==> config.mk <==
export PLATFORM = sky130hd
export DESIGN_NAME = striping_nlane
export DESIGN_NICKNAME = d
export VERILOG_FILES = /design/src/rtl/striping_pkg.sv /design/src/rtl/striping_lane_reg.sv /design/src/rtl/striping_nlane.sv
export SDC_FILE = /design/constraint.sdc
export NUM_CORES = 1
export LEC_CHECK = 0
export ABC_CLOCK_PERIOD_IN_PS = 1830
export CAP_MARGIN = 20
export CORE_UTILIZATION = 49
export DETAILED_ROUTE_END_ITERATION = 8
export PLACE_DENSITY = 0.8
export REMOVE_ABC_BUFFERS = 1
export SLEW_MARGIN = 20
export SYNTH_ARGS = -nofsm -noshare
export SYNTH_HDL_FRONTEND = slang
export SYNTH_HIERARCHICAL = 1
export SYNTH_SLANG_ARGS = --single-unit
export TNS_END_PERCENT = 20
==> constraint.sdc <==
create_clock -name clk_2f -period 1.83 [get_ports clk_2f]
set_input_delay 0.183 -clock clk_2f [delete_from_list [all_inputs] [get_ports clk_2f]]
set_output_delay 0.183 -clock clk_2f [all_outputs]
set_load 0.02 [all_outputs]
==> src/rtl/striping_pkg.sv <==
// rtl/striping_pkg.sv - legal lane-count range and lane-pointer width helper for striping_nlane
package striping_pkg;

    localparam int LANES_MIN = 2;
    localparam int LANES_MAX = 8;

    function automatic int ptr_w(input int lanes);
        return (lanes > 2) ? $clog2(lanes) : 1;
    endfunction

endpackage

==> src/rtl/striping_lane_reg.sv <==
// rtl/striping_lane_reg.sv - one output lane: data, valid and optional parity (STRIPING_NLANE_PARITY_EN)
module striping_lane_reg #(
    parameter int DATA_W = 32
) (
    input  logic              i_clk,
    input  logic              i_reset,
    input  logic              i_load,
    input  logic              i_clear,
    input  logic [DATA_W-1:0] i_data,
    output logic [DATA_W-1:0] o_data,
    output logic              o_valid
`ifdef STRIPING_NLANE_PARITY_EN
    ,
    output logic              o_par
`endif
);

    logic [DATA_W-1:0] r_data;
    logic              r_valid;

    always_ff @(posedge i_clk) begin
        if (i_reset) begin
            r_data  <= '0;
            r_valid <= 1'b0;
        end else if (i_load) begin
            r_data  <= i_data;
            r_valid <= 1'b1;
        end else if (i_clear) begin
            r_data  <= '0;
            r_valid <= 1'b0;
        end
    end

    assign o_data  = r_data;
    assign o_valid = r_valid;

`ifdef STRIPING_NLANE_PARITY_EN
    // Parity is registered alongside the data so both change on the same edge.
    logic r_par;

    always_ff @(posedge i_clk) begin
        if (i_reset || (i_clear && !i_load)) begin
            r_par <= 1'b0;
        end else if (i_load) begin
            r_par <= ^i_data;
        end
    end

    assign o_par = r_par;
`endif

endmodule

==> src/rtl/striping_nlane.sv <==
// rtl/striping_nlane.sv - stripes a word stream across LANES registered lanes; STRIPING_NLANE_PARITY_EN adds lane_par
module striping_nlane
    import striping_pkg::*;
#(
    parameter int DATA_W          = 32,
    parameter int LANES           = 4,
    parameter int ADVANCE_ON_IDLE = 1
) (
    input  logic                       clk_2f,
    input  logic                       reset,
    input  logic [DATA_W-1:0]          data_in,
    input  logic                       valid_in,
    input  logic                       align_in,
    output logic [LANES*DATA_W-1:0]    lanes_out,
    output logic [LANES-1:0]           valid_out,
    output logic [ptr_w(LANES)-1:0]    sel_out,
    output logic                       round_done
`ifdef STRIPING_NLANE_PARITY_EN
    ,
    output logic [LANES-1:0]           lane_par
`endif
);

    localparam int               SEL_W = ptr_w(LANES);
    localparam logic [SEL_W-1:0] LAST  = SEL_W'(LANES - 1);

    if (LANES < LANES_MIN || LANES > LANES_MAX) begin : g_bad_lanes
        $error("striping_nlane: LANES out of range");
    end

    logic [SEL_W-1:0] r_sel;
    logic             r_round_done;
    logic [SEL_W-1:0] w_slot;
    logic [SEL_W-1:0] w_next;
    logic             w_adv;

    // Align forces lane 0, so the partial round is abandoned and the next word lands in lane 1.
    assign w_slot = align_in ? '0 : r_sel;
    assign w_next = (w_slot == LAST) ? '0 : w_slot + 1'b1;
    assign w_adv  = (ADVANCE_ON_IDLE != 0) || valid_in || align_in;

    always_ff @(posedge clk_2f) begin
        if (reset) begin
            r_sel        <= '0;
            r_round_done <= 1'b0;
        end else begin
            if (w_adv) begin
                r_sel <= w_next;
            end
            r_round_done <= valid_in && (w_slot == LAST);
        end
    end

    assign sel_out    = r_sel;
    assign round_done = r_round_done;

    for (genvar i = 0; i < LANES; i++) begin : g_lane
        logic w_hit;
        assign w_hit = (w_slot == SEL_W'(i));

        striping_lane_reg #(
            .DATA_W (DATA_W)
        ) u_lane (
            .i_clk   (clk_2f),
            .i_reset (reset),
            .i_load  (w_hit && valid_in),
            .i_clear (w_hit && !valid_in),
            .i_data  (data_in),
            .o_data  (lanes_out[i*DATA_W +: DATA_W]),
            .o_valid (valid_out[i])
`ifdef STRIPING_NLANE_PARITY_EN
            ,
            .o_par   (lane_par[i])
`endif
        );
    end

endmodule

==> results of run 1 <==
cell usage in the layout, fill, tap and decap left out, types with 5 or more instances in the layout:
cell type and instances:
clkbuf_16 17, buf_12 16, buf_4 9, nand2_1 129, inv_1 128, dfxtp_1 134
o32ai_2 120, nand2b_1 5, clkdlybuf4s50_1 168, a21oi_1 8
worst paths after layout:
kind | endpoint | slack, ns
setup reg to reg | g_lane[0].u_lane/o_data[22]$_SDFFE_PP0P_ | 0.17
hold / removal | g_lane[3].u_lane/o_data[29]$_SDFFE_PP0P_ | 0.45
setup / recovery | g_lane[0].u_lane/o_data[22]$_SDFFE_PP0P_ | 0.17
hold reg to reg | g_lane[3].u_lane/o_data[28]$_SDFFE_PP0P_ | 0.48
cell type report:
type                            instances  area [um^2]  share of cell area
Timing Repair Buffer                  196         2100               0.239
Sequential cell                       135         2700               0.307
Inverter                              128          480              0.0546
Tap cell                              168          210              0.0239
Clock inverter                          8         96.3              0.0109
Multi-Input combinational cell        288         2720               0.309
Clock buffer                           23          488              0.0554
critical path, cell delays in order (launching register included):
cell and delay [ns]:
dfxtp_1 0.48, nor2_1 0.12, o21ba_1 0.20, or2_2 0.32, buf_12 0.20, o32ai_2 0.22
layer usage:
| layer | vias up | part of all wire | wire length [um] |
|---|---|---|---|
| li1 | 2378 | - | - |
| met1 | 2478 | 0.43 | 7010 |
| met2 | 149 | 0.51 | 8300 |
| met3 | 8 | 0.044 | 715 |
| met4 | 0 | 0.0076 | 123 |
| met5 | - | 0 | 0 |
cell usage after synthesis:
library cell,n
dfxtp_1,135
nand2_1,129
inv_1,128
o32ai_2,120
buf_2,24
clkbuf_1,20
buf_6,16
a21oi_1,8
nand2b_1,5
nor3_1,4
o32ai_1,4
or2_1,4
or3b_2,4
nor2_1,3
nand2b_2,1
nor2b_1,1
nor3_2,1
nor3b_2,1
o21a_1,1
o21ba_1,1
xnor2_1,1
timing repair:
action,in CTS,in global routing
endpoints found under the hold margin,3,0
resized for setup,0,2
setup endpoints to repair,0,2
hold buffers,1,0
registers in the layout (all words and copies together), names as in the netlist:
signal                 cells
sel_out                    2
round_done                 1
g_lane.u_lane/o_valid      4
g_lane.u_lane/o_data     128
power groups by stage:
stage	Sequential, mW	Combinational [mW]	Clock [mW]
3_3_place_gp	3.13	0.886	0
3_5_place_dp	3.13	0.910	0
4_1_cts	3.07	0.917	3.40
5_1_grt	3.08	0.962	3.56
2_1_floorplan	3.22	0.315	0
6_report	3.07	0.911	3.33
kinds of logic after synthesis:
family,Yosys count,share of synthesized area
AOI/OAI and AO/OA,134,0.327
DFF,135,0.432
and+or+nand+nor,153,0.103
buffers and inverters,188,0.137
xor gates and xnor gates,1,0.00140
==> out/qor.csv, run 1 <==
metric,value,unit
status,finished clean,
drt_pre_antenna_iters,4,
crit_arrival,1.98,ns
post-dp-hpwl,10800,um
floorplan.core_area,12200,um^2
grt_start_max_net_pins,68,
synth_sequential_area_ratio,0.432,
post_synth_inst_count,611,
switching_share,0.241,
cts-root-buf,clkbuf_16,
setup-tns-final,0,ns
detail_route.iter0.violations,272,
total_leakage_power,2.73,nW
globalRoute.totalOverflow,0,
yosys_register_bits,135,
max-cap-violations,0,
max_freq,0.603,GHz
crit_path_start,sel_out[0]$_SDFF_PP0_,
crit-reg2reg-launch,sel_out[0]$_SDFF_PP0_,
share_of_yosys_cell_area_claimed_by_the_top_area_cell_type,0.432,
grt_util_met1,0.315,
initial_standard_cell_utilization_of_the_core,0.512,
pwr-share-comb,0.125,
synthesis.area_per_instance,10.2,um^2
wirelength,16100,um
peakVddDrop,587,uV
floorplan.io_pins,171,
first_pass_grt_wire_length,25800,um
num_vias,5013,
cts-buffers-inserted,17,
groute.usage.overall,0.255,
sequentialPowerShare,0.420,
num_antenna_cells,0,
ant_nets,0,
holdPathStages,3,
nFillCells,885,
slew-limit-headroom,0.707,
first_global_vias,5041,
num-nets-final,802,
die_w,115,um
power.net_switching,1.76,mW
number_of_vias_per_cell,5.30,
avgRoutedWirePerCell,17.1,um
max-clock-path-buffers,2,
worst_setup_hold_path_clk_slew,0.06,ns
post_dp_cell_area,8210,um^2
cts-htree-levels,4,
timing.final.ws_setup,0.172,ns
groute.layer.met3.usage,0.0585,
flow.area_growth_from_synthesis,40.8,%
drc,0,
report.power.total,7.31,mW
grt-busiest-layer,met2,
period_needed,1.66,ns
dp_worst_setup_slack,-0.0763,ns
rsz0062_at_grt,false,
drv_slew,0,
postCtsSetupRepairBufs,0,
place.detailed.instances,914,
cp_max_fo,31,
power.share.clock,0.455,
clkLatencyLatePin,0.41,ns
post_synth_num_cell_types,21,
critPathKind,reg2reg,
yosys_warnings,6,
finalHoldWorstSlack,0.450,ns
pwr_density_cell,830,nW/um^2
timing.hold.worst.start,data_in[29],
clock_sink_count,135,
synthesized_area,6260,um^2
critical_path_required,2.15,ns
die_h,115,um
gpl.final_weighted_congestion,0.797,
setup_violations,0,
grt_antenna_before_repair,0,
post_synth_main_area_contributors,"dfxtp_1, o32ai_2, nand2_1",
synth_largest_area_cell,dfxtp_1,
fp.dieArea,13200,um^2
tightest_slew,0.439,ns
placement.io_buffers,170,
fraction_of_the_core_area_covered_by_cells_at_the_end_of_the_flow,0.721,
p_int,5.55,mW
final_cell_area,8810,um^2
critical_path.startpoint_type,flip-flop,
core.rowCount,40,
tritoncts,done,
finalCritPeriodShare,0.906,
setup.worst_path.end_class,flip-flop,
final-instance-count-excl-fill,946,
rr_worst_depth,5,
hold_path.class,in2reg,
skew,0.0113,ns
gr_met2_demand_resource,0.434,
drive_gt1_frac,0.244,
finalHoldViolCount,0,
Note: power is estimated with default switching activity, not from simulation.
==> inputs of run 2 (changes only) <==
- ABC_CLOCK_PERIOD_IN_PS: 1830 -> 2050
- clock period: 1.83 -> 2.05 ns (I/O delays scaled with it)
==> run 2 against run 1 <==
- setup slack improved by 0.071 ns
- critical path type is now reg2out
- highest routed layer unchanged
- sequential share of layout area rose by 0.35 points
- non-clock buffer count fell by 4
- count of clock-buffer cells in the layout fell by 1
==> out/qor.csv, run 2 (same netlist as run 1, synthesis figures left out) <==
metric,value,unit
drc,0,
num_antenna_cells,0,
clock_sink_count,135,
max-clock-path-buffers,2,
crit_arrival,1.60,ns
critical_path.startpoint_type,flip-flop,
cp_cell_sequence,clkdlybuf4s50_1,
post_dp_cell_area,8110,um^2
tritoncts,done,
grt_util_met1,0.287,
path_delay_family,buffers and inverters,
dp_worst_setup_slack,0.100,ns
period_needed,1.81,ns
max_freq,0.553,GHz
cts-root-buf,clkbuf_16,
clkLatencyLatePin,0.41,ns
tightest_slew,0.777,ns
detail_route.iter0.violations,311,
total_leakage_power,2.68,nW
slew-limit-headroom,0.482,
grt_antenna_before_repair,0,
core.rowCount,40,
postCtsHoldBufs,0,
num-nets-final,798,
cts_resized,0,
final_cell_area,8700,um^2
grt_start_max_net_pins,69,
groute.usage.overall,0.246,
cpMaxStageDelayCell,clkdlybuf4s50_1,
first_global_vias,5156,
setup.worst_path.end_class,output port,
setup_violations,0,
drv_slew,0,
die_w,115,um
critPathKind,reg2out,
critPathMaxStageDelay,0.68,ns
peakVddDrop,498,uV
pwr-share-comb,0.120,
flow.area_growth_from_synthesis,39.1,%
cp_max_fo,6,
p_int,4.96,mW
fp.dieArea,13200,um^2
mostFrequentLayoutCell,clkdlybuf4s50_1,
crit-reg2reg-launch,sel_out[0]$_SDFF_PP0_,
post-dp-hpwl,10700,um
placement.io_buffers,170,
largest_register_ffs,128,
timing.final.ws_setup,0.243,ns
floorplan.core_area,12200,um^2
num_vias,4986,
initial_standard_cell_utilization_of_the_core,0.512,
floorplan.io_pins,171,
ant_nets,0,
cts-buffers-inserted,17,
power.share.clock,0.463,
hold_path.class,in2reg,
gpl.final_weighted_congestion,0.803,
switching_share,0.244,
number_of_vias_per_cell,5.29,
timing.hold.worst.start,reset,
postCtsSetupRepairBufs,0,
nFillCells,910,
crit_path_start,sel_out[0]$_SDFF_PP0_,
gr_met2_demand_resource,0.421,
cts-htree-levels,4,
worst_setup_hold_path_clk_slew,0.06,ns
avgRoutedWirePerCell,16.8,um
cp_num_buf_inv,1,
groute.layer.met3.usage,0.0770,
finalHoldWorstSlack,0.0952,ns
drive_gt1_frac,0.243,
pwr_density_cell,755,nW/um^2
finalHoldViolCount,0,
globalRoute.totalOverflow,0,
wirelength,15900,um
layout.cells.most_common_list,"clkdlybuf4s50_1, dfxtp_1, nand2_1, inv_1, o32ai_2",
first_pass_grt_wire_length,25200,um
finalCritPeriodShare,0.882,
sequentialPowerShare,0.417,
max-cap-violations,0,
rsz0062_at_grt,false,
power.net_switching,1.60,mW
critical_path_required,1.85,ns
grt-busiest-layer,met2,
skew,0.00935,ns
die_h,115,um
status,finished clean,
drt_pre_antenna_iters,4,
## run 2: cell count changes in the layout (fill, tap and decap cells not counted), sizes merged
cell | before | now
buf | 26 | 23
clkbuf | 23 | 22
clkdlybuf4s50 | 168 | 169
clkinv | 5 | 6
dlygate4sd3 | 1 | 0
dlymetal6s2s | 1 | 0
## run 2: per-stage QoR
step / power, mW / utilization / TNS (ns) / cells
final: 6.57 / 0.713 / 0 / 942
after global placement: 3.56 / 0.664 / 0 / 911
after global routing: 6.77 / 0.713 / 0 / 942
after detailed placement: 3.58 / 0.664 / 0 / 911
after CTS: 6.60 / 0.713 / 0 / 942
after floorplan: 3.15 / - / -262.19 / 551
## run 2: area by class of cell
cell class | count | area [um^2] | area share
inverter | 128 | 480 | 0.0552
tap | 168 | 210 | 0.0242
clock buffer | 22 | 494 | 0.0568
clock inverter | 9 | 97.6 | 0.0112
timing repair buffer | 192 | 1990 | 0.229
multi-input combinational | 288 | 2720 | 0.313
sequential | 135 | 2700 | 0.311
## run 2: worst paths after layout
path                                              end  slack, ns  cells after the start
max                                        sel_out[0]       0.24                      1
min          g_lane[0].u_lane/o_data[21]$_SDFFE_PP0P_        0.1                      2
max reg2reg   g_lane[1].u_lane/o_data[9]$_SDFFE_PP0P_       0.32                      5
min reg2reg     g_lane[0].u_lane/o_valid$_SDFFE_PP0P_       0.47                      2
## run 2: metal layers
layer	part of all wire	up-vias
met5	0	-
met4	0.020	0
met3	0.063	25
met2	0.50	174
met1	0.42	2421
li1	-	2366
## run 2: power groups by stage
stage	logic [mW]	clock network (mW)	registers [mW]
after global placement	0.770	0	2.79
after floorplan	0.282	0	2.87
after global routing	0.838	3.18	2.74
after detailed placement	0.790	0	2.79
after CTS	0.794	3.06	2.74
final	0.791	3.04	2.74
==> variant 1: new RTL, flow settings as in run 1 <==
`DATA_W` is set to 32 in 2 places; all go to 64.
--- a/src/rtl/striping_lane_reg.sv
+++ b/src/rtl/striping_lane_reg.sv
@@ -1,6 +1,6 @@
 // rtl/striping_lane_reg.sv - one output lane: data, valid and optional parity (STRIPING_NLANE_PARITY_EN)
 module striping_lane_reg #(
-    parameter int DATA_W = 32
+    parameter int DATA_W = 64
 ) (
     input  logic              i_clk,
     input  logic              i_reset,
--- a/src/rtl/striping_nlane.sv
+++ b/src/rtl/striping_nlane.sv
@@ -2,7 +2,7 @@
 module striping_nlane
     import striping_pkg::*;
 #(
-    parameter int DATA_W          = 32,
+    parameter int DATA_W          = 64,
     parameter int LANES           = 4,
     parameter int ADVANCE_ON_IDLE = 1
 ) (
Ports: changed (resized data_in and lanes_out); port bits go from 171 to 331. The function was not compared with the original's and may differ.
==> variant 1 against run 1 <==
Via count is 94% higher. Worst setup slack worse by 0.067 ns. Clock power is 67% higher. Power is 82% higher. Cell area is 92% higher. Fmax is 3.9% lower. Routed wire length is 100% higher. Area after synthesis is 94% higher. Sequential cell count is 128 higher. Register-to-register slack worse by 0.04 ns.
==> variant 1: results (changes against run 1) <==
metric,value,unit,change
gp_congestion,0.820,,+2.9%
power.switching,3.38,mW,+92%
ys_types,22,,+4.8%
drive_gt1_share,23.8,%,-0.63 points
grt_pass1_vias,9744,,+93%
clkLatencyLatePin,0.53,ns,+0.12 ns
multi_input_area,5240,sq um,+92%
grt_use_total,25.6,%,+0.15 points
antenna_found_initial,0,,unchanged
syn_area_per_cell,10.3,sq um,+0.88%
numCtsBuffers,28,,+11
via_per_inst,5.31,,+0.29%
htree_levels,1,,-3
cp_slowest_stage_delay,0.65,ns,+0.17 ns
placed_area,16000,sq um,+95%
power.leakage,5.18,nW,+90%
cp_slowest_cell,clkdlybuf4s50_1,,
drt-initial-drc-count,471,,+73%
maxSlewHeadroom,69.6,%,-1.2 points
synth_area_leaders,"dfxtp_1 (43%), o32ai_2 (32%), nand2_1 (7.9%)",,
dr.pass1.iters,5,,+1
r2r_end,g_lane[3].u_lane/o_data[26]$_SDFFE_PP0P_,,
io_buffer_count,330,,+94%
whs_endpoint,g_lane[2].u_lane/o_data[60]$_SDFFE_PP0P_,,
min_from,data_in[60],,
ir_drop,687,uV,+17%
netlist_top_cells_count,"dfxtp_1 (263), nand2_1 (257), inv_1 (252)",,
final_nets,1551,,+93%
critical_path_class,register to primary output,,
place_hpwl,22.4,mm,+110%
fill_cells,1779,,+100%
crit_fanout,2,,-94%
status,completed,,
p_seq_share,44.8,%,+2.8 points
grt_pass1_wl,53.3,mm,+110%
whs,0.338,ns,-0.112 ns
ff2ff_path_depth,6,,+1
crit_path_end,valid_out[1],,
crit_arrival,1.54,ns,-0.44 ns
comb-power,1.78,mW,+95%
cts_buffer_depth,3,,+1
crit_family,buffers and inverters,,
reg2reg_slack,0.13,ns,-0.04 ns
power,13.3,mW,+82%
final.min_clock_period,1.73,ns,+0.0670 ns
place_ws,-0.115,ns,-0.0385 ns
post_drt_wl_per_cell,18.0,um,+5.6%
finClkSkew,0.00871,ns,-0.00255 ns
synth-xor-area-share,0.0722,%,-0.068 points
==> variant 1: cell count changes after synthesis, sizes merged <==
| cell | run 1 | this run |
|---|---|---|
| inv | 128 | 256 |
| buf | 40 | 92 |
| nand2 | 129 | 257 |
| o32ai | 124 | 252 |
| dfxtp | 135 | 263 |
==> variant 1: metal layers <==
| metal | vias to the layer above | GRT usage (%) | share of wire [%] |
|---|---|---|---|
| li1 | 4596 | - | - |
| met3 | 55 | 6.41 | 7.0 |
| met4 | 0 | 7.39 | 2.5 |
| met1 | 4756 | 31.8 | 41 |
| met5 | - | 0 | 0 |
| met2 | 313 | 43.9 | 49 |
==> variant 1: cell type report <==
type                       instances  area share [%]
tap                              324            2.40
clock buffer                      44            4.98
timing repair buffer             390            24.4
sequential                       263            31.1
clock inverter                     8           0.414
multi-input combinational        544            31.0
inverter                         256            5.68
==> variant 1: what timing repair did <==
action,in CTS,in global routing
hold buffers,1,0
buffers inserted,0,0
endpoints found under the setup margin,2,0
hold endpoints to repair,18,0
resized for setup,3,0
==> variant 2: new RTL, flow settings as in run 1 <==
Made on the original files. Add an input register stage for `data_in`, `valid_in` and `align_in`; this delays them by one clock.
--- a/src/rtl/striping_nlane.sv
+++ b/src/rtl/striping_nlane.sv
@@ -24,6 +24,16 @@
     localparam int               SEL_W = ptr_w(LANES);
     localparam logic [SEL_W-1:0] LAST  = SEL_W'(LANES - 1);
 
+    logic [DATA_W-1:0] data_q;
+    logic valid_q;
+    logic align_q;
+
+    always_ff @(posedge clk_2f) begin
+        data_q  <= data_in;
+        valid_q <= valid_in;
+        align_q <= align_in;
+    end
+
     if (LANES < LANES_MIN || LANES > LANES_MAX) begin : g_bad_lanes
         $error("striping_nlane: LANES out of range");
     end
@@ -35,9 +45,9 @@
     logic             w_adv;
 
     // Align forces lane 0, so the partial round is abandoned and the next word lands in lane 1.
-    assign w_slot = align_in ? '0 : r_sel;
+    assign w_slot = align_q ? '0 : r_sel;
     assign w_next = (w_slot == LAST) ? '0 : w_slot + 1'b1;
-    assign w_adv  = (ADVANCE_ON_IDLE != 0) || valid_in || align_in;
+    assign w_adv  = (ADVANCE_ON_IDLE != 0) || valid_q || align_q;
 
     always_ff @(posedge clk_2f) begin
         if (reset) begin
@@ -47,7 +57,7 @@
             if (w_adv) begin
                 r_sel <= w_next;
             end
-            r_round_done <= valid_in && (w_slot == LAST);
+            r_round_done <= valid_q && (w_slot == LAST);
         end
     end
 
@@ -63,9 +73,9 @@
         ) u_lane (
             .i_clk   (clk_2f),
             .i_reset (reset),
-            .i_load  (w_hit && valid_in),
-            .i_clear (w_hit && !valid_in),
-            .i_data  (data_in),
+            .i_load  (w_hit && valid_q),
+            .i_clear (w_hit && !valid_q),
+            .i_data  (data_q),
             .o_data  (lanes_out[i*DATA_W +: DATA_W]),
             .o_valid (valid_out[i])
 `ifdef STRIPING_NLANE_PARITY_EN
Check against the original RTL: not equivalent (Yosys sat finds a counterexample within 4 cycles, from zero or initial values and one cycle with reset high).
==> variant 2 against run 1 <==
Non-clock buffer count shrank 4. Global-route usage decreased by 0.84 points. Routed wire length up 6.5%. Worst setup slack worse by 0.12 ns. Cell count rose by 4.5%. Area after synthesis rose by 11%. Worst hold slack got worse by 0.25 ns. Register-to-register slack got worse by 0.09 ns. Power up 17%. Cell area increased by 7.0%. Sequential cell count is 34 higher. Highest routed layer is now met5.
==> variant 2: results (changes against run 1) <==
metric,value,unit,change
cts_setup_buffers,0,,unchanged
status,completed,,
drt-initial-drc-count,365,,+34%
diodes,0,,unchanged
drive_gt1_share,23.4,%,-1.1 points
synth-edff-count,0,,unchanged
netlist_top_cells_count,"dfxtp_1 (169), nand2_1 (129), inv_1 (128)",,
io_buffer_count,170,,unchanged
largest_reg_flops,128,,unchanged
gp_congestion,0.894,,+12%
grt_use_total,24.6,%,-0.84 points
crit_fanout,6,,-81%
cp_slowest_stage_delay,0.70,ns,+0.22 ns
post_drt_wl_per_cell,17.4,um,+1.8%
numCtsBuffers,17,,unchanged
cts_buffer_depth,2,,unchanged
min_from,data_in[9],,
whs_path_depth,1,,-2
yosys_warnings,6,,unchanged
crit_family,buffers and inverters,,
place_ws,0.104,ns,+0.181 ns
cts_resized,0,,unchanged
antenna_found_initial,1,,+1
placed_area,8780,sq um,+7.0%
cts_root_buffer,clkbuf_16,,
synth_area_leaders,"dfxtp_1 (49%), o32ai_2 (28%), nand2_1 (7.0%)",,
ys_types,21,,unchanged
cp_slowest_cell,clkdlybuf4s50_1,,
ff2ff_path_depth,6,,+1
grt_pass1_wl,27.8,mm,+7.7%
dr.pass1.iters,4,,unchanged
r2r-start,sel_out[1]$_SDFF_PP0_,,
ir_drop,748,uV,+27%
dp.cells,957,,+4.7%
crit_path_start,sel_out[0]$_SDFF_PP0_,,
place_hpwl,11.6,mm,+7.9%
synthArstFlopShare,0,%,unchanged
clk_pin_slew_worst_paths,0.07,ns,
final_util,68.2,%,-3.9 points
maxSlewHeadroom,70.0,%,-0.70 points
finClkSkew,0.0121,ns,+0.000884 ns
power.leakage,2.97,nW,+8.7%
min_path_type,input port to register,,
clkLatencyLatePin,0.42,ns,
fill_cells,986,,+11%
syn_area_per_cell,10.8,sq um,+5.0%
grt_max_degree,71,,+4.4%
yosysSeqAreaShare,48.8,%,+5.6 points
crit_arrival,1.59,ns,-0.39 ns
htree_levels,4,,unchanged
via_per_inst,5.22,,-1.4%
wl,17.2,mm,+6.5%
grt_pass1_vias,5280,,+4.7%
final_nets,832,,+3.7%
## variant 2: cell types whose count changed in the layout (fill, tap and decap cells not counted), sizes merged
cell / before / now
clkinv: 5 / 3
clkbuf: 23 / 19
inv: 128 / 130
dlygate4sd3: 1 / 0
buf: 26 / 23
dfxtp: 135 / 169
bufinv: 2 / 4
dlymetal6s2s: 1 / 0
clkdlybuf4s50: 168 / 169
clkinvlp: 1 / 4
## variant 2: final cells by class
type / count / area share (%)
multi-input cells: 288 / 28.9
inverters: 128 / 5.10
well taps: 180 / 2.39
flip-flops and latches: 169 / 35.9
repair buffers: 192 / 20.9
clock inverters: 13 / 2.04
clock buffers: 19 / 4.80
## variant 2: logic make-up (layout without fill, tap and decap cells)
| group | Yosys count | after routing | synth area share [%] |
|---|---|---|---|
| XOR/XNOR | 1 | 1 | 0.126 |
| buffers and inverters | 188 | 352 | 12.3 |
| flip-flops | 169 | 169 | 48.8 |
| AO/OA/AOI/OAI | 134 | 134 | 29.5 |
| AND/OR/NAND/NOR | 153 | 153 | 9.29 |
## variant 2: path summary, 6_finish.rpt
path                                               to  slack [ns]
max                                        sel_out[0]        0.05
min                                 data_q[9]$_DFF_P_        0.20
max reg2reg   g_lane[2].u_lane/o_data[5]$_SDFFE_PP0P_        0.08
min reg2reg  g_lane[0].u_lane/o_data[30]$_SDFFE_PP0P_        0.48
## variant 2: metal layers
layer | routed length (um) | vias up | global-route usage [%]
li1 | - | 2474 | -
met1 | 7330 | 2532 | 29.6
met2 | 8510 | 134 | 41.2
met3 | 1040 | 23 | 7.28
met4 | 294 | 2 | 9.57
met5 | 13 | - | 0
## variant 2: report_power, final
part           internal, mW  total [mW]  switching (mW)  leakage, nW
sequential             3.80        3.90           0.101         1.38
clock                  2.37        3.85            1.48        0.304
combinational         0.369       0.839           0.470         1.29
